[src/rtl/intc_ls1u_pkg.sv]
// intc_ls1u_pkg: shared constants for the LS1u+ interrupt controller.
//   - register window offsets (daddr[4:0])
//   - maximum source count and CTRL bit positions
//   - src_mask(): mask of implemented request bits for a given source count
package intc_ls1u_pkg;

   localparam int unsigned NSRC_MAX = 32;

   localparam logic [4:0] INTC_PEND0 = 5'h00;
   localparam logic [4:0] INTC_PEND1 = 5'h01;
   localparam logic [4:0] INTC_PEND2 = 5'h02;
   localparam logic [4:0] INTC_PEND3 = 5'h03;
   localparam logic [4:0] INTC_EN0   = 5'h04;
   localparam logic [4:0] INTC_EN1   = 5'h05;
   localparam logic [4:0] INTC_EN2   = 5'h06;
   localparam logic [4:0] INTC_EN3   = 5'h07;
   localparam logic [4:0] INTC_TRIG0 = 5'h08;
   localparam logic [4:0] INTC_TRIG1 = 5'h09;
   localparam logic [4:0] INTC_TRIG2 = 5'h0A;
   localparam logic [4:0] INTC_TRIG3 = 5'h0B;
   localparam logic [4:0] INTC_CTRL  = 5'h0C;
   localparam logic [4:0] INTC_CUR   = 5'h0D;
   localparam logic [4:0] INTC_IVT0  = 5'h0E;
   localparam logic [4:0] INTC_IVT1  = 5'h0F;
   localparam logic [4:0] INTC_IVT2  = 5'h10;
   localparam logic [4:0] INTC_SWI   = 5'h11;

   localparam int unsigned CTRL_GIE = 0;

   // Ones in bit positions [nsrc-1:0], zeros above.
   function automatic logic [31:0] src_mask(input int unsigned nsrc);
      return 32'hFFFF_FFFF >> (NSRC_MAX - nsrc);
   endfunction

endpackage

[src/rtl/intc_prio_enc.sv]
// intc_prio_enc: combinational 32-to-5 priority encoder, lowest index wins.
//   req   in  32  request vector
//   idx   out 5   index of the lowest set bit (0 when no bit set)
//   valid out 1   any bit of req set
module intc_prio_enc
   import intc_ls1u_pkg::*;
(
   input  logic [NSRC_MAX-1:0] req,
   output logic [4:0]          idx,
   output logic                valid
);

   always_comb begin
      idx   = '0;
      valid = 1'b0;
      for (int unsigned i = 0; i < NSRC_MAX; i++) begin
         if (req[i] && !valid) begin
            idx   = 5'(i);
            valid = 1'b1;
         end
      end
   end

endmodule

[src/rtl/intc_ls1u.sv]
// intc_ls1u: memory-mapped priority interrupt controller for the LS1u+ core.
//   clk       in  1     system clock
//   rst       in  1     synchronous reset, active low
//   irq       in  NSRC  request lines, synchronous to clk
//   sel       in  1     register window selected
//   addr      in  5     register offset
//   we        in  1     write strobe
//   wdata     in  8     write data
//   rdata     out 8     read data, combinational, 0 when sel=0
//   int_o     out 1     interrupt request to the CPU
//   intcode_o out 6     winning source index to the CPU (bit 5 always 0)
//   ivt_addr  out 24    vector table base to the CPU
module intc_ls1u
   import intc_ls1u_pkg::*;
#(
   parameter int unsigned NSRC = 32
) (
   input  logic            clk,
   input  logic            rst,
   input  logic [NSRC-1:0] irq,
   input  logic            sel,
   input  logic [4:0]      addr,
   input  logic            we,
   input  logic [7:0]      wdata,
   output logic [7:0]      rdata,
   output logic            int_o,
   output logic [5:0]      intcode_o,
   output logic [23:0]     ivt_addr
);

   // Bits at NSRC and above are forced to 0 in every stored vector.
   localparam logic [31:0] SRC_MASK = src_mask(NSRC);

   logic [31:0] pend;
   logic [31:0] en;
   logic [31:0] trig;
   logic [31:0] irq_prev;
   logic        gie;
   logic [23:0] ivt;

   logic [31:0] irq_w;
   logic        wr;
   logic [4:0]  lane;
   logic [31:0] set_v;
   logic [31:0] clr_v;
   logic [31:0] swi_v;
   logic [31:0] en_nxt;
   logic [31:0] trig_nxt;
   logic [31:0] act;
   logic [4:0]  win_idx;
   logic        win_valid;

   always_comb begin
      irq_w           = '0;
      irq_w[NSRC-1:0] = irq;
   end

   assign wr   = sel & we;
   assign lane = {addr[1:0], 3'b000};

   // Edge sources fire on a 0->1 transition, level sources while high.
   assign set_v = (trig & irq_w & ~irq_prev) | (~trig & irq_w);

   always_comb begin
      clr_v    = '0;
      swi_v    = '0;
      en_nxt   = en;
      trig_nxt = trig;
      if (wr) begin
         case (addr)
            INTC_PEND0, INTC_PEND1, INTC_PEND2, INTC_PEND3: clr_v[lane +: 8]    = wdata;
            INTC_EN0, INTC_EN1, INTC_EN2, INTC_EN3:         en_nxt[lane +: 8]   = wdata;
            INTC_TRIG0, INTC_TRIG1, INTC_TRIG2, INTC_TRIG3: trig_nxt[lane +: 8] = wdata;
            // Out-of-range indices are dropped by SRC_MASK at the register.
            INTC_SWI:                                       swi_v[wdata[4:0]]   = 1'b1;
            default: ;
         endcase
      end
   end

   assign act = pend & en & {32{gie}};

   intc_prio_enc u_prio_enc (
      .req   (act),
      .idx   (win_idx),
      .valid (win_valid)
   );

   always_ff @(posedge clk) begin
      if (!rst) begin
         pend      <= '0;
         en        <= '0;
         trig      <= '0;
         irq_prev  <= '0;
         gie       <= 1'b0;
         ivt       <= '0;
         int_o     <= 1'b0;
         intcode_o <= '0;
      end else begin
         // A new set wins over a same-cycle clear so no event is lost.
         pend     <= (set_v | swi_v | (pend & ~clr_v)) & SRC_MASK;
         en       <= en_nxt & SRC_MASK;
         trig     <= trig_nxt & SRC_MASK;
         irq_prev <= irq_w;
         if (wr) begin
            case (addr)
               INTC_CTRL: gie          <= wdata[CTRL_GIE];
               INTC_IVT0: ivt[7:0]     <= wdata;
               INTC_IVT1: ivt[15:8]    <= wdata;
               INTC_IVT2: ivt[23:16]   <= wdata;
               default: ;
            endcase
         end
         // Flag and code come from the same registered sample.
         int_o     <= win_valid;
         intcode_o <= {1'b0, win_idx};
      end
   end

   assign ivt_addr = ivt;

   always_comb begin
      rdata = '0;
      if (sel) begin
         case (addr)
            INTC_PEND0, INTC_PEND1, INTC_PEND2, INTC_PEND3: rdata = pend[lane +: 8];
            INTC_EN0, INTC_EN1, INTC_EN2, INTC_EN3:         rdata = en[lane +: 8];
            INTC_TRIG0, INTC_TRIG1, INTC_TRIG2, INTC_TRIG3: rdata = trig[lane +: 8];
            INTC_CTRL: rdata = {7'b0, gie};
            INTC_CUR:  rdata = {int_o, 2'b00, intcode_o[4:0]};
            INTC_IVT0: rdata = ivt[7:0];
            INTC_IVT1: rdata = ivt[15:8];
            INTC_IVT2: rdata = ivt[23:16];
            default:   rdata = '0;
         endcase
      end
   end

endmodule

[config.mk]
export PLATFORM = sky130hd
export DESIGN_NAME = intc_ls1u
export DESIGN_NICKNAME = d
export VERILOG_FILES = /design/src/rtl/intc_ls1u_pkg.sv /design/src/rtl/intc_prio_enc.sv /design/src/rtl/intc_ls1u.sv
export SDC_FILE = /design/constraint.sdc
export NUM_CORES = 1
export LEC_CHECK = 0
export CORE_ASPECT_RATIO = 1.1
export CORE_MARGIN = 4
export CORE_UTILIZATION = 57
export DETAILED_ROUTE_END_ITERATION = 10
export PLACE_DENSITY = 0.89
export SLEW_MARGIN = 20
export SYNTH_ARGS = -nofsm -noshare
export SYNTH_HDL_FRONTEND = slang
export SYNTH_HIERARCHICAL = 1
export SYNTH_SLANG_ARGS = --single-unit
[constraint.sdc]
create_clock -name clk -period 4.8 [get_ports clk]
set_input_delay 0.96 -clock clk [delete_from_list [all_inputs] [get_ports clk]]
set_output_delay 0.96 -clock clk [all_outputs]
set_load 0.01 [all_outputs]
-- Word-level counts from Yosys, hierarchy flattened
Cells that the tools add are included.
- register bits after elaboration: 160
- bits in latches: 0
- bits in writable memories: 0
- bits in read-only memories: 0
- input bits: 49
- output and inout bits: 39
- logic and storage cells: 196
- memories kept: 0
- add/subtract/negate cells: 1
- $mul: 0
- divide/modulo/power cells: 0
- $lt $le $gt $ge: 2
- equal/unequal tests: 17
- shift operators: 5
- muxes and demuxes: 73
- bitwise logic cells: 14
- reductions and logical operators: 73
- operators by type and width (kind ; count):
    32-bit bitwise AND ; 7
    32-bit two-way mux ; 4
    32-bit inverter ; 3
    32-bit bitwise OR ; 3
    32-bit by 6-bit indexed part select with 8-bit output ; 3
    5-bit two-way mux ; 16
    32-bit bitwise mux ; 2
    8-bit one-hot mux with 8 select lines ; 1
    5-bit by 4-bit == test with 1-bit output (second input constant) ; 8
    1-bit two-way mux ; 34
    1-bit logical AND ; 32
    4-bit two-way mux ; 8
    8-bit by 7-bit variable shift with 32-bit output (first input constant) ; 1
    8-bit by 7-bit indexed part select with 32-bit output ; 1
    1-bit zero test ; 31
    5-bit by 3-bit == test with 1-bit output (second input constant) ; 4
    3-bit two-way mux ; 4
    2-bit AND reduction ; 6
    4-bit OR reduction ; 3
    5-bit by 2-bit == test with 1-bit output (second input constant) ; 2
    5-bit == test (second input constant) ; 2
    8-bit two-way mux ; 1
    5-bit negation with 7-bit output ; 1
    5-bit by 6-bit less-than comparator with 1-bit output (second input constant) ; 1
    other kinds (6) ; 7

-- Logic depth before layout (Yosys ltp)
- depth after elaboration: 96
- mapped depth: 12
- gate-level depth less buffers: 7

-- By module
The synthesis kept the hierarchy.
- by module, submodules not included (module ; instances ; cells an instance ; area an instance (µm²) ; sequential area each (µm²)):
    intc_ls1u ; 1 ; 916 ; 7940.1 ; 3183.1
    intc_prio_enc ; 1 ; 69 ; 441.7 ; 0.0

-- Worst setup path after synthesis
Ideal clock, no wire load.
- kind: input to output
- start point: input port addr[1]
- end point: output port rdata[1]
- arrival: 3.278 ns
- data required time: 3.840 ns
- setup slack: 0.562 ns
- stages on the path: 11
- buffers on the path: 4
- cell sequence: clkbuf_1 > inv_1 > ha_1 > buf_6 > or4_4 > buf_6 > nand2_4 > buf_6 > o32ai_1 > o311a_1 > o32ai_1
- longest elaborated chain between the ends: 4
- elaborated cells between the ends (all ways): 25
- those cells by class: 16 x eq/ne; 3 x shift; 2 x mux; 4 x reduce/logical
- ends and longest elaborated chain (what ; line ; source):
    from (decl) ; intc_ls1u.sv:22 ; input logic [4:0] addr,
    branches (longest 2 deep; another with 32-bit by 6-bit indexed part select with 8-bit output) ; n/a ;
    8-bit one-hot mux with 8 select lines * ; intc_ls1u.sv:125 ; case (addr)
    8-bit two-way mux * ; intc_ls1u.sv:124 ; if (sel) begin
    to (decl) ; intc_ls1u.sv:25 ; output logic [7:0] rdata,
Mark *: on every way between the ends.

-- Final worst setup path
- start point: input port addr[1]
- end point: output port rdata[5]
The elaborated chain is that of the path after synthesis.

==> impl_metrics.tcl <==
set metrics [dict create \
    status "completed" \
    grt_antenna_before_repair 1 \
    placed_cell_area_um2 9620 \
    crit_path_end_kind "output port" \
    ir_drop_uv 245 \
    power_frac_comb_pct 11.8 \
    cts_buffers 17 \
    reg2reg_slack_ns 2.14 \
    synthToLayoutAreaGrowth_pct 22.8 \
    power_mw 3.04 \
    design_area_um2 10300 \
    drc 0 \
    wire_per_inst_um 22.9 \
    antenna_left 0 \
    cp.required_ns 3.84 \
    drt_iter0_markers 1145 \
    synth_top_family_by_area "simple AND/OR/NAND/NOR gates" \
    setup_tns_ns 0 \
    syn-instance-count 985 \
    cp-start-kind "input port" \
    clock_path_buffers 2 \
    num_vias 8477 \
    cts.sinks 159 \
    synth_nets 1041 \
    synth_xor_xnor_area_share_pct 0.104 \
    dieHeight_um 135 \
    synth-main-ff-cell "dfxtp_1" \
    hold_start "en[22]$_SDFFE_PN0P_" \
    p_int_mw 2.28 \
    whs_path_depth 2 \
    dp_hpwl_mm 20.2 \
    p_sw_share_pct 24.8 \
    period_needed_ns 4.73 \
    synthMuxAreaShare_pct 4.42 \
    rr_startpoint "gie$_SDFFE_PN0P_" \
    synth_compound_area_share_pct 21.9 \
    first_global_vias 8114 \
    antenna_cells 0 \
    synth_warnings 6 \
    clk_pin_slew_worst_paths_ns 0.06 \
    critPathArrivalTime_ns 3.77 \
    hold_end "en[22]$_SDFFE_PN0P_" \
    r2r-end "intcode_o[1]$_SDFF_PN0_" \
    gp_congestion 1.03 \
    p_leak_nw 3.71 \
    async_flop_share_pct 0 \
    hold_buffers 0 \
    skew_ns 0.00645 \
    root_buffer "clkbuf_16" \
    design.core.area_um2 14400 \
    max_freq_mhz 211 \
    worstMarginPinSlew_ns 1.11 \
    grt_pass1_wl_mm 44.8 \
    critPathMaxStageDelay_ns 0.62 \
    path_cells "clkdlybuf4s50_1 > buf_4 > ha_4 > or4_4 > nand3_4 > buf_12 > nor2_1 > o32ai_2 > buf_4 > clkdlybuf4s50_1" \
    path_class "in -> out" \
    die_area_um2 16700 \
    drtPass1Iterations 6 \
    cts_tree "built" \
    clkPwrFrac_pct 42.6 \
    hold_viol 0 \
    nets 1124 \
    avgSynthCellArea_um2 8.51 \
    synth_edf_count 0 \
    setup_viol 0 \
    synthSimpleGateAreaFrac_pct 29.3 \
    powerDensity_nw_per_um2 295 \
    crit_slowest_cell "or4_4" \
    min_path_type "reg -> reg" \
    clock_latency_ns 0.43 \
    vias_per_cell 6.68 \
    maxSlewViolCount 0 \
    holdWs_ns 0.479 \
    fin_crit_sh_pct 98.6 \
    fp.dieW_um 124 \
    r2r_cells 7 \
    grt-ovfl-total 0 \
    cap_violations 0 \
    yosys.area.top_type "dfxtp_1" \
    syn_area_um2 8380 \
    synthAdderAreaFrac_pct 1.04 \
    seq_area_frac_synth_pct 38.0 \
    setup_ws_ns 0.0655 \
    start_util_pct 58.0 \
    p_sw_mw 0.755 \
    critPathMaxFanout 15 \
    grt_usage_pct 35.0 \
    io-pin-count 88 \
    place_ws_ns -0.272 \
    drive_gt1_share_pct 11.4 \
    portBuffers 86 \
    grt_max_degree 108 \
    ys_types 64 \
    rows 46 \
    p_seq_share_pct 45.6 \
    yosys-top-cells-area "dfxtp_1 38%, a21boi_0 5.8%, nand2_1 5.2%" \
    synth_top_area_share_pct 38.0 \
    ys_ff_latch 159 \
    cts_max_level 4 \
    drt_wl_total_mm 29.1 \
    slew_headroom_pct 25.6 \
]
==> state kept, by name, summed over array words and instances (netlist names) <==
| register | cells |
|---|---|
| gie | 1 |
| trig | 32 |
| en | 32 |
| pend | 32 |
| irq_prev | 32 |
| int_o | 1 |
| intcode_o | 5 |
| ivt_addr | 24 |
==> metrics by stage <==
stage               instances  utilization (%)
finish                   1269             71.3
CTS                      1268             70.9
global route             1269             71.3
floorplan                 985                -
detailed placement       1237             66.6
global placement         1237             66.6
==> cell usage in the layout (no fill, tap or decap), drive strengths merged, types with 14 or more instances in the layout <==
cell type      count
buf               64
dfxtp            159
clkdlybuf4s50     76
nand2            118
mux2i             37
inv               14
a22o              15
nor3              14
a21oi             20
nor2b             62
and2              45
a222oi            23
nand3             65
nor4              19
and3              42
nor2              31
nand4             22
a21boi            65
clkbuf            23
o21ai             20
a22oi             24
==> power by group through the flow <==
| stage | Clock (mW) | Combinational (mW) | Sequential, mW |
|---|---|---|---|
| 6_report | 1.29 | 0.360 | 1.39 |
| 4_1_cts | 1.30 | 0.346 | 1.38 |
| 3_5_place_dp | 0 | 0.337 | 1.41 |
| 3_3_place_gp | 0 | 0.334 | 1.41 |
| 2_1_floorplan | 0 | 0.193 | 1.40 |
| 5_1_grt | 1.34 | 0.382 | 1.39 |
==> final cells by class <==
| class | instances | area [µm²] |
|---|---|---|
| Inverter | 14 | 52.6 |
| Clock buffer | 23 | 498 |
| Sequential cell | 159 | 3180 |
| Fill cell | 1122 | 4150 |
| Tap cell | 192 | 240 |
| Timing Repair Buffer | 148 | 1390 |
| Clock inverter | 5 | 57.6 |
| Multi-Input combinational cell | 728 | 4870 |
==> kinds of logic (layout without fill, tap and decap cells) <==
logic type / after synthesis / count (layout)
simple gates: 447 / 447
compound gates: 235 / 235
flops: 159 / 159
buf+inv: 98 / 190
mux: 37 / 37
fa+ha+maj: 7 / 7
other cells: 1 / 1
xor+xnor: 1 / 1
==> how the worst max path moves through the flow <==
stage	from	end	slack (ns)
2_1_floorplan	addr[1]	rdata[1]	0.56
3_3_place_gp	addr[0]	rdata[4]	-0.21
3_5_place_dp	addr[0]	rdata[4]	-0.27
4_1_cts	addr[1]	rdata[2]	0.03
5_1_grt	addr[1]	rdata[1]	-0.006
6_report	addr[1]	rdata[5]	0.07
==> what timing repair did <==
action	4_1_cts	5_1_grt
cloned	1	0
pin swaps	2	7
endpoints found under the setup margin	8	5
gates resized for setup	16	11
buffers inserted	2	1
==> Yosys cell counts, drive strengths merged (15+ instances only) <==
master / n
a22oi: 24
nor2: 31
buf: 30
nor2b: 62
o21ai: 20
nand2: 118
a21oi: 20
and2: 45
dfxtp: 159
a22o: 15
and3: 42
clkbuf: 54
a21boi: 65
mux2i: 37
nand3: 65
a222oi: 23
nand4: 22
nor4: 19
==> layer usage <==
layer  GRT usage (%)  up-vias  wire length [µm]
li1                -     3807                 -
met1            43.4     3933             11100
met2            54.2      584             13300
met3            7.56      151              2630
met4            23.3        2              2080
met5               0        -                11
==> worst max-delay path, delay by kind of cell <==
family	cells	cell delay (ns)
buffers and inverters	5	1.45
and+or+nand+nor	3	0.82
adders and majority gates	1	0.17
AOI/OAI and AO/OA	1	0.37
(Power assumes the default switching activity.)
